[config.mk]
export PLATFORM = sky130hd
export DESIGN_NAME = dmem_arbiter
export DESIGN_NICKNAME = d
export VERILOG_FILES = /design/src/rtl/dmem_arbiter.sv
export SDC_FILE = /design/constraint.sdc
export NUM_CORES = 1
export LEC_CHECK = 0
export BUFFER_PORTS_ARGS = -buffer_cell sky130_fd_sc_hd__buf_2
export CORE_MARGIN = 10
export CORE_UTILIZATION = 35
export DETAILED_ROUTE_END_ITERATION = 6
export PLACE_DENSITY = 0.8
export SLEW_MARGIN = 5
export SYNTH_ARGS = -nofsm -noshare
export SYNTH_HDL_FRONTEND = slang
export SYNTH_SLANG_ARGS = --single-unit
[constraint.sdc]
create_clock -name clk -period 2.8 [get_ports clk]
set_clock_uncertainty 0.05 [all_clocks]
set_input_delay 0.56 -clock clk [delete_from_list [all_inputs] [get_ports clk]]
set_output_delay 0.56 -clock clk [all_outputs]
set_load 0.1 [all_outputs]
[src/rtl/dmem_arbiter.sv]
// dmem_arbiter: shares the single-port data RAM between the core memory stage and the pixel reader.
// Grant is combinational and read data returns one cycle later; the core stalls while denied. Define DMEM_ARB_STATS_EN for stall/pixel-grant counters.
module dmem_arbiter #(
    parameter int MAX_WAIT = 4,
    parameter int AW       = 32
) (
    input  logic          clk,
    input  logic          reset,
    input  logic          cpuReq,
    input  logic          cpuWe,
    input  logic [AW-1:0] cpuAddr,
    input  logic [31:0]   cpuWData,
    output logic [31:0]   cpuRData,
    output logic          cpuStall,
    input  logic          pixReq,
    input  logic [AW-1:0] pixAddr,
    output logic [31:0]   pixRData,
    output logic          pixValid,
    output logic [AW-1:0] memAddr,
    output logic [31:0]   memWData,
    output logic          memWe,
    input  logic [31:0]   memRData
`ifdef DMEM_ARB_STATS_EN
    ,
    output logic [15:0]   statStallCnt,
    output logic [15:0]   statPixCnt
`endif
);

    typedef enum logic [1:0] {
        OWN_NONE = 2'd0,
        OWN_CPU  = 2'd1,
        OWN_PIX  = 2'd2
    } owner_t;

    localparam logic [3:0] WAIT_LIM = 4'(MAX_WAIT);

    owner_t      rd_owner;
    owner_t      rd_owner_nxt;
    logic [3:0]  starve_cnt;
    logic [3:0]  starve_cnt_nxt;
    logic [31:0] cpu_hold;
    logic [31:0] pix_hold;
    logic        gnt_cpu;
    logic        gnt_pix;

    // Pixel has priority until the core has been denied WAIT_LIM cycles in a row.
    always_comb begin
        gnt_cpu = 1'b0;
        gnt_pix = 1'b0;
        if (reset) begin
            gnt_cpu = cpuReq & (~pixReq | (starve_cnt >= WAIT_LIM));
            gnt_pix = pixReq & ~gnt_cpu;
        end
    end

    always_comb begin
        starve_cnt_nxt = 4'd0;
        if (reset && cpuReq && !gnt_cpu) begin
            starve_cnt_nxt = (starve_cnt >= WAIT_LIM) ? WAIT_LIM : starve_cnt + 4'd1;
        end
    end

    // Writes produce no read data, so they leave the owner at NONE.
    always_comb begin
        rd_owner_nxt = OWN_NONE;
        if (gnt_pix) begin
            rd_owner_nxt = OWN_PIX;
        end else if (gnt_cpu && !cpuWe) begin
            rd_owner_nxt = OWN_CPU;
        end
    end

    always_ff @(posedge clk) begin
        if (!reset) begin
            rd_owner   <= OWN_NONE;
            starve_cnt <= 4'd0;
            cpu_hold   <= 32'd0;
            pix_hold   <= 32'd0;
        end else begin
            rd_owner   <= rd_owner_nxt;
            starve_cnt <= starve_cnt_nxt;
            if (rd_owner == OWN_PIX) begin
                pix_hold <= memRData;
            end
            if (rd_owner == OWN_CPU) begin
                cpu_hold <= memRData;
            end
        end
    end

    assign memAddr  = gnt_cpu ? cpuAddr : (gnt_pix ? pixAddr : '0);
    assign memWData = gnt_cpu ? cpuWData : 32'd0;
    assign memWe    = gnt_cpu & cpuWe;
    assign cpuStall = reset & cpuReq & ~gnt_cpu;

    // Live RAM data for the owner; the other side keeps showing its last word.
    assign pixValid = (rd_owner == OWN_PIX);
    assign pixRData = pixValid ? memRData : pix_hold;
    assign cpuRData = (rd_owner == OWN_CPU) ? memRData : cpu_hold;

`ifdef DMEM_ARB_STATS_EN
    always_ff @(posedge clk) begin
        if (!reset) begin
            statStallCnt <= 16'd0;
            statPixCnt   <= 16'd0;
        end else begin
            if (cpuStall && (statStallCnt != 16'hFFFF)) begin
                statStallCnt <= statStallCnt + 16'd1;
            end
            if (gnt_pix && (statPixCnt != 16'hFFFF)) begin
                statPixCnt <= statPixCnt + 16'd1;
            end
        end
    end
`endif

endmodule

==> metrics, run 1 <==
vias in the first global route around 3600; post-synthesis xor/xnor area fraction 0; I/O pin total approximately 260; Avg Cell Area, Syn 11.43 um2; final hold violations 0; Layout Nets 694; CTS tree built; Starting Density 0.3591; final setup fails 0; simple logic cell fraction of the synthesized area 0.1954; mapped cell area ~3500 um2; Leakage about 0.0031 uW; met1 Use GR 0.2023; mux contribution to synthesized area 0.2684; Global Route Usage Sum 0.2125; final worst path period need 2.409 ns; initial detailed-routing violation count 144; row count 36; post-CTS setup buffer count 0; MaxCap Viol Count 0; Port Buffers 263; PwrDens 551.9 nW/um2; M3 GR Usage 0.09752; gr busiest metal met2; asr flop ratio synth 0; Setup crit end kind output pin; worst vdd ir ~0.24 mV; commonest non-fill, non-tap cell in the layout buf_2; CP required ~2.2 ns; cell count after synthesis between 300 and 400; ANT nets after route 0; total CTS buffers 9; first-pass GRT wire length around 23000 um; drt via density between 4 and 5; CTS resizes 0; warnings from Yosys 0; hold slack final 0.3726 ns; RSZ-0062 raised after global routing no; Synth-to-Final Area Change 75.01%; fin worst setup slack 0.3912 ns; clock buffer depth 2; compound-cell area share of the yosys netlist 0.08128; fin area 6142 um2; clock latency on the worst-skew pair 0.34 ns; global route overflow 0; clk root buf clkbuf_8; CORE AREA between 9000 and 10000 um2; post-synthesis sequential area ratio 0.3993; GP Congestion 0.8665; Crit Path Category reg2out; met2 Resource Use GR 0.3955; DR WL/cell roughly 22 um; startpoint types register; CP max FO 32; status finished clean; Critical Path AT roughly 1.8 ns; Die Span Y 120.1 um; layout cells sized above 1 0.6212; WL final about 16000 um; Die ar. about 14000 um2; CTS clk-pin slew, worst paths roughly 0.070 ns; pin count of the biggest net entering global routing 66; fin. max-slew vios 0; pre-CTS setup slack around 0.44 ns; drt first pass iters 4; fmax around 420 MHz; via count around 3300; fin crit share 0.8603; Adder-Cell Fraction of Synth Area 0.003565; top_reg_cell synth dfxtp_1; most frequent cells in the layout buf_2, and2_1, dfxtp_1, buf_12, mux2_4; chip width 120.1 um; initial antenna violation count 7; hold crit path type in2reg; Setup TNS 0 ns; H-tree levels 3; Remaining DRCs 0; Post-Place Cell Area 5901 um2; Clock Sinks 70; Synth cell types 20; post-synthesis register bit count 70; cts hold-fix bufs 0; EDFF count, synth 0; largest family of logic cells by synthesized area multiplexers; Detailed Place HPWL roughly 13000 um; syn nets ~440
==> through the flow <==
| step | utilization | power (uW) | std cells |
|---|---|---|---|
| 2_1_floorplan | - | 2059 | 307 |
| 3_3_place_gp | 0.6037 | 2463 | 682 |
| 3_5_place_dp | 0.6037 | 2482 | 682 |
| 4_1_cts | 0.6276 | 3422 | 698 |
| 5_1_grt | 0.6284 | 3507 | 701 |
| 6_report | 0.6284 | 3390 | 701 |
==> layout make-up <==
| class | instances | area, um2 |
|---|---|---|
| Antenna cell | 3 | 7.507 |
| Clock inverter | 3 | 65.06 |
| Sequential cell | 70 | 1401 |
| Timing Repair Buffer | 268 | 2382 |
| Fill cell | 733 | 3632 |
| Multi-Input combinational cell | 210 | 1947 |
| Inverter | 1 | 3.754 |
| Tap cell | 133 | 166.4 |
| Clock buffer | 13 | 168.9 |
==> critical path, cell delays in order, from the launching register on <==
cell	delay (ns)
dfxtp_1	0.33
nor2b_4	0.16
buf_12	0.26
mux2_2	0.38
buf_2	0.29
==> state kept, by name (all words and copies together) (netlist names) <==
name        count
cpu_hold       32
rd_owner        2
pix_hold       32
starve_cnt      4
==> path summary, 6_finish.rpt <==
path | endpoint | start | cells after the start | slack (ns)
setup / recovery | cpuRData[0] | rd_owner[0]$_SDFF_PP0_ | 4 | 0.39
hold / removal | rd_owner[0]$_SDFF_PP0_ | cpuWe | 2 | 0.37
setup reg to reg | cpu_hold[0]$_SDFF_PN0_ | rd_owner[0]$_SDFF_PP0_ | 4 | 1.33
hold reg to reg | starve_cnt[0]$_SDFF_PP0_ | starve_cnt[0]$_SDFF_PP0_ | 1 | 0.41
==> per-layer routing <==
layer | wire, um | share of wire
met5 | 61 | 0.0039
met4 | 228 | 0.015
met3 | 1545 | 0.098
met2 | 8436 | 0.54
met1 | 5424 | 0.35
==> Yosys cell counts, types with 2 or more instances <==
library cell | n | area (um2)
nor2_1 | 3 | 11.26
buf_2 | 5 | 25.02
and3_1 | 3 | 18.77
dfxtp_1 | 70 | 1401
mux2_4 | 59 | 885.9
and2_1 | 98 | 613.1
nor3_1 | 2 | 10.01
mux2_2 | 5 | 56.30
a22o_1 | 32 | 280.3
buf_6 | 9 | 101.4
clkbuf_1 | 11 | 41.29
nand2_1 | 2 | 7.510
==> where the power goes <==
group | total (uW) | internal, uW | switching (uW)
logic | 1410 | 421 | 990
clock network | 936 | 574 | 363
registers | 1040 | 1030 | 11.4
total | 3390 | 2030 | 1360
==> cells by family (layout without fill, tap and decap cells) <==
logic type,after synthesis,count (layout)
AOI/OAI and AO/OA,33,33
adders and majority gates,1,1
buffers and inverters,27,285
DFF,70,70
muxes,64,64
other,1,4
and+or+nand+nor,111,111
(Power assumes the default switching activity.)
==> run 2, diff against run 1 <==
--- a/config.mk
+++ b/config.mk
@@ -9,7 +9,7 @@
 export CORE_MARGIN = 10
 export CORE_UTILIZATION = 35
 export DETAILED_ROUTE_END_ITERATION = 6
-export PLACE_DENSITY = 0.8
+export PLACE_DENSITY = 0.76
 export SLEW_MARGIN = 5
 export SYNTH_ARGS = -nofsm -noshare
 export SYNTH_HDL_FRONTEND = slang
==> run 2 against run 1 <==
- clock-buffer cell count decreased by 1
- critical path type unchanged
- largest power group unchanged
- critical path depth increased by 1
- clock power decreased by 19%
- die area unchanged
==> metrics, run 2 (synthesis gave the netlist of run 1 again) <==
status finished clean; fmax 405.1 MHz (-2.4%); Setup crit end kind output pin; I/O pin total 264 (unchanged); met3 WL post-DR 1758 um (+14%); total CTS buffers 9 (unchanged); Worst Tran Pin Value around 0.51 ns; MaxCap Viol Count 0 (unchanged); Regs by FF count cpu_hold x32, pix_hold x32, starve_cnt x4; Die Span Y 120.1 um (unchanged); CP required 2.19 ns (about the same); register share of total power 0.325 (+0.017); Clk pwr share 0.237 (-0.039); Global Route Usage Sum 0.1953 (-0.01717); fin area 6083 um2 (-0.96%); Remaining DRCs 0 (unchanged); pin count of the biggest net entering global routing 66 (unchanged); final worst path period need 2.468 ns (+0.05949 ns); final hold violations 0 (unchanged); CORE AREA 9774 um2 (unchanged); first-pass GRT wire length 21530 um (-7.1%); worst vdd ir 0.2167 mV (-9.3%); startpoint types register; wl on met1 4839 um (-11%); row count 36 (unchanged); Layout Nets 696 (+0.29%); via count 3237 (-1.4%); fin worst setup slack 0.3317 ns (-0.05949 ns); Slew HR 0.6609; vias in the first global route 3582 (-0.89%); most frequent cells in the layout buf_2, and2_1, dfxtp_1, buf_12, mux2_4; RSZ-0062 raised after global routing no; Crit Path Category reg2out; Internal Power 1859 uW (-8.2%); H-tree levels 3 (unchanged); cts hold-fix bufs 0 (unchanged); CTS clk-pin slew, worst paths 0.07 ns (about the same); Critical Path AT 1.86 ns (+0.06 ns); WL final 14520 um (-7.5%); fin crit share 0.8815 (+0.02125); CTS tree built; PwrDens 526.9 nW/um2 (-4.5%); Die ar. 14430 um2 (unchanged); pre-CTS setup slack 0.4119 ns (-0.02407 ns); Synth-to-Final Area Change 73.33%; Worst Setup SP starve_cnt[3]$_SDFF_PP0_; fillers 795 (+8.5%); Sw Pwr 1346 uW (-1.3%); Logic pwr share 0.438 (+0.022); ANT nets after route 0 (unchanged); post-CTS setup buffer count 0 (unchanged); clock latency on the worst-skew pair 0.34 ns (about the same); clk root buf clkbuf_8; CP max FO 45 (+41%); top sig layer met5; drt via density 4.598 (-1.8%); final setup fails 0 (unchanged); Port Buffers 263 (unchanged); DR WL/cell 20.63 um (-7.9%); initial detailed-routing violation count 114 (-21%); initial antenna violation count 7 (unchanged); hold crit path type in2reg; Post-Place Cell Area 5891 um2 (-0.17%); commonest non-fill, non-tap cell in the layout buf_2; CTS resizes 0 (unchanged); Clock Sinks 70 (unchanged); sw frac 0.4199 (+0.01749); worst min-delay path startpoint cpuWe; Setup TNS 0 ns (unchanged); chip width 120.1 um (unchanged); global route overflow 0 (unchanged); clock buffer depth 2 (unchanged); fin. max-slew vios 0 (unchanged); Starting Density 0.3591 (unchanged); layout cells sized above 1 0.6190 (-0.002191); Reg2Reg Launch Point rd_owner[0]$_SDFF_PP0_; met2 wire length 7722 um (-8.5%); drt first pass iters 4 (unchanged); Detailed Place HPWL 12330 um (-8.2%); Leakage 0.003079 uW (-0.81%); GP Congestion 0.8585 (-0.92%)
## run 2: cell count changes in the layout (fill, tap and decap cells not counted)
cell / previous run / this run
buf_4: 2 / 6
clkbuf_8: 12 / 9
buf_12: 69 / 67
clkbuf_1: 1 / 3
bufinv_16: 2 / 1
clkinv_2: 1 / 2
clkinvlp_4: 0 / 1
diode_2: 3 / 4
## run 2: final timing paths
path / to / slack (ns) / cells past startpoint
min: rd_owner[0]$_SDFF_PP0_ / 0.34 / 2
max reg2reg: cpu_hold[9]$_SDFF_PN0_ / 1.34 / 4
max: memAddr[24] / 0.33 / 5
min reg2reg: starve_cnt[0]$_SDFF_PP0_ / 0.38 / 1
## run 2: final cells by class
type / instances / area, um2 / share of cell area
Antenna cell: 4 / 10.01 / 0.001645
Clock buffer: 12 / 135.1 / 0.02221
Clock inverter: 4 / 47.55 / 0.007816
Inverter: 1 / 3.754 / 0.0006170
Multi-Input combinational cell: 210 / 1947 / 0.3200
Sequential cell: 70 / 1401 / 0.2304
Tap cell: 133 / 166.4 / 0.02736
Timing Repair Buffer: 270 / 2372 / 0.3900
## run 2: through the flow
stage | total power (uW) | std cells | hold slack, ns | util
final | 3205 | 704 | 0.3431 | 0.6224
after global routing | 3321 | 702 | 0.3462 | 0.6219
after CTS | 3244 | 700 | 0.3198 | 0.6214
after detailed placement | 2476 | 684 | 0.3704 | 0.6027
after global placement | 2459 | 684 | 0.3679 | 0.6027
after floorplan | 2059 | 307 | 0.3561 | -
## run 2: critical path, stage by stage, from the launching register on
cell and delay (ns):
dfxtp_1 0.33, nor3b_2 0.35, nor2_4 0.07, buf_4 0.25, a22o_1 0.32, buf_12 0.18
## run 2: power by group through the flow
| stage | registers [uW] | logic [uW] | clock network, uW |
|---|---|---|---|
| finish | 1040 | 1400 | 759 |
| global route | 1040 | 1450 | 829 |
| CTS | 1040 | 1410 | 789 |
| detailed placement | 1070 | 1410 | 0 |
| global placement | 1060 | 1400 | 0 |
| floorplan | 1060 | 998 | 0 |
## run 2: per-layer routing
layer	up-vias	track usage
met2	165	0.3563
met4	2	0.06184
li1	1550	-
met5	-	0
met3	16	0.1064
met1	1504	0.1828
==> run 3, diff against run 2 <==
--- a/config.mk
+++ b/config.mk
@@ -9,7 +9,7 @@
 export CORE_MARGIN = 10
 export CORE_UTILIZATION = 35
 export DETAILED_ROUTE_END_ITERATION = 6
-export PLACE_DENSITY = 0.76
+export PLACE_DENSITY = 0.79
 export SLEW_MARGIN = 5
 export SYNTH_ARGS = -nofsm -noshare
 export SYNTH_HDL_FRONTEND = slang
==> constraint.sdc (replaced) <==
create_clock -name clk -period 2 [get_ports clk]
set_clock_uncertainty 0.05 [all_clocks]
set_input_delay 0.4 -clock clk [delete_from_list [all_inputs] [get_ports clk]]
set_output_delay 0.4 -clock clk [all_outputs]
set_load 0.1 [all_outputs]
==> run 3 against run 2 <==
- non-clock buffer count increased by 25
- wire length increased by 24%
- critical path type unchanged
- highest routed layer unchanged
- die area unchanged
- sequential cell count unchanged
- critical endpoint is now cpuRData[24]
- hold slack got worse by 0.16 ns
- via count increased by 8.2%
- the flow now finishes with violations (setup timing)
- final cell count increased by 3.0%
- clock power increased by 79%
==> metrics, run 3 (synthesis gave the netlist of run 1 again) <==
status finished, violations left; failing checks setup timing; CP max FO 5 (-89%); Regs by FF count cpu_hold x32, pix_hold x32, starve_cnt x4; final hold violations 0 (unchanged); Die ar. 14430 um2 (unchanged); Post-Place Cell Area 6593 um2 (+12%); via count 3501 (+8.2%); vias in the first global route 3927 (+9.6%); Crit Path Category reg2out; register area 1409 um2 (+0.54%); Setup crit end kind output pin; Detailed Place HPWL 12360 um (+0.23%); I/O pin total 264 (unchanged); critical path, cell by cell nor2b_4, buf_12, buf_12, buf_16, mux2_4, buf_12; worst vdd ir 0.3735 mV (+72%); CTS clk-pin slew, worst paths 0.07 ns (about the same); commonest non-fill, non-tap cell in the layout buf_12; DR WL/cell 24.74 um (+20%); CP required 1.55 ns (-0.64 ns); drt via density 4.829 (+5.0%); Layout Nets 721 (+3.6%); pre-CTS setup slack 0.06568 ns (-0.3462 ns); first-pass GRT wire length 24730 um (+15%); ANT nets after route 0 (unchanged); startpoint types register; chip width 120.1 um (unchanged); initial detailed-routing violation count 152 (+33%); clock buffer depth 2 (unchanged); MaxCap Viol Count 0 (unchanged); Starting Density 0.3591 (unchanged); fin crit share 1.069; area of the multi-input gates 2146 um2 (+10%); RSZ-0062 raised after global routing yes; Global Route Usage Sum 0.2224 (+0.02713); most frequent cells in the layout buf_12, buf_2, dfxtp_1, and2_1, mux2_4; Clock Sinks 70 (unchanged); row count 36 (unchanged); Die Span Y 120.1 um (unchanged); cts hold-fix bufs 0 (unchanged); GP Congestion 0.8344 (-2.8%); Worst path max stage delay 0.33 ns (-0.02 ns); CTS tree built; fmax 467.5 MHz; drt first pass iters 5 (+1); critical path's most frequent cell buf_12; Port Buffers 263 (unchanged); CORE AREA 9774 um2 (unchanged); final setup fails 125 (+125); fillers 522 (-34%); clock latency on the worst-skew pair 0.34 ns (about the same); hold crit path type in2reg; Critical-path top delay cell dfxtp_2; PwrDens 676.1 nW/um2 (+28%); initial antenna violation count 1 (-6); Synth-to-Final Area Change 122.0%; clk root buf clkbuf_8; fin worst setup slack -0.1390 ns (-0.4706 ns); Leakage 0.003651 uW (+19%); hold slack final 0.1865 ns (-0.1566 ns); total CTS buffers 9 (unchanged); Final Util 0.7971 (+0.1747); r2r setup slk 0.41 ns (-0.93 ns); global route overflow 0 (unchanged); fin. max-slew vios 0 (unchanged); Worst Path Buf+Inv 4 (+2); Setup TNS -10.03 ns (-10.03 ns); pin count of the biggest net entering global routing 63 (-4.5%); Critical Path AT 1.69 ns (-0.17 ns); layout cells sized above 1 0.7580 (+0.1390); H-tree levels 3 (unchanged); Remaining DRCs 0 (unchanged); crit-path leading delay family buffers and inverters; fin area 7791 um2 (+28%); WL final 17940 um (+24%); final worst path period need 2.139 ns
==> run 3: changes by cell type in the layout (fill, tap and decap cells not counted), moves of 4 or more <==
cell,before,now
and2_1,98,65
buf_12,67,139
a22o_2,0,21
a22o_1,32,0
buf_16,0,5
a22o_4,0,11
buf_6,0,5
and2_2,0,32
mux2_2,5,0
clkbuf_16,0,4
mux2_4,59,64
dfxtp_1,70,66
buf_2,197,132
==> run 3: worst paths after layout <==
kind | from | endpoint | cells past startpoint
max | rd_owner[0]$_SDFF_PP0_ | cpuRData[24] | 6
min | cpuWe | rd_owner[0]$_SDFF_PP0_ | 2
max reg2reg | rd_owner[0]$_SDFF_PP0_ | pix_hold[0]$_SDFF_PN0_ | 6
min reg2reg | starve_cnt[0]$_SDFF_PP0_ | starve_cnt[0]$_SDFF_PP0_ | 1
==> run 3: final cells by class <==
type / instances / share of cell area
repair buffers: 295 / 0.4912
inverters: 1 / 0.0004818
flip-flops and latches: 70 / 0.1808
clock buffers: 11 / 0.01815
clock inverters: 4 / 0.01220
well taps: 133 / 0.02136
multi-input cells: 210 / 0.2754
diodes: 1 / 0.0003212
==> run 3: what timing repair did <==
action | 4_1_cts | 5_1_grt
buffers inserted | 3 | 9
gates resized for setup | 127 | 28
pin swaps | 2 | 1
cloned | 6 | 3
setup endpoints to repair | 130 | 129
==> run 3: report_power, final <==
group	total, uW	switching (uW)	internal [uW]
Sequential	1460	21.1	1440
Clock	1360	504	854
Combinational	2450	1490	951
Total	5270	2020	3250
==> run 3: metrics by stage <==
| stage | std cells | power (uW) |
|---|---|---|
| 2_1_floorplan | 307 | 2900 |
| 3_3_place_gp | 688 | 3654 |
| 3_5_place_dp | 688 | 3690 |
| 4_1_cts | 712 | 5212 |
| 5_1_grt | 724 | 5427 |
| 6_report | 725 | 5267 |
==> run 3: metal layers <==
| layer | GRT usage | share of wire |
|---|---|---|
| met1 | 0.2189 | 0.34 |
| met2 | 0.4157 | 0.55 |
| met3 | 0.09564 | 0.088 |
| met4 | 0.06033 | 0.018 |
| met5 | 0 | 0.00039 |
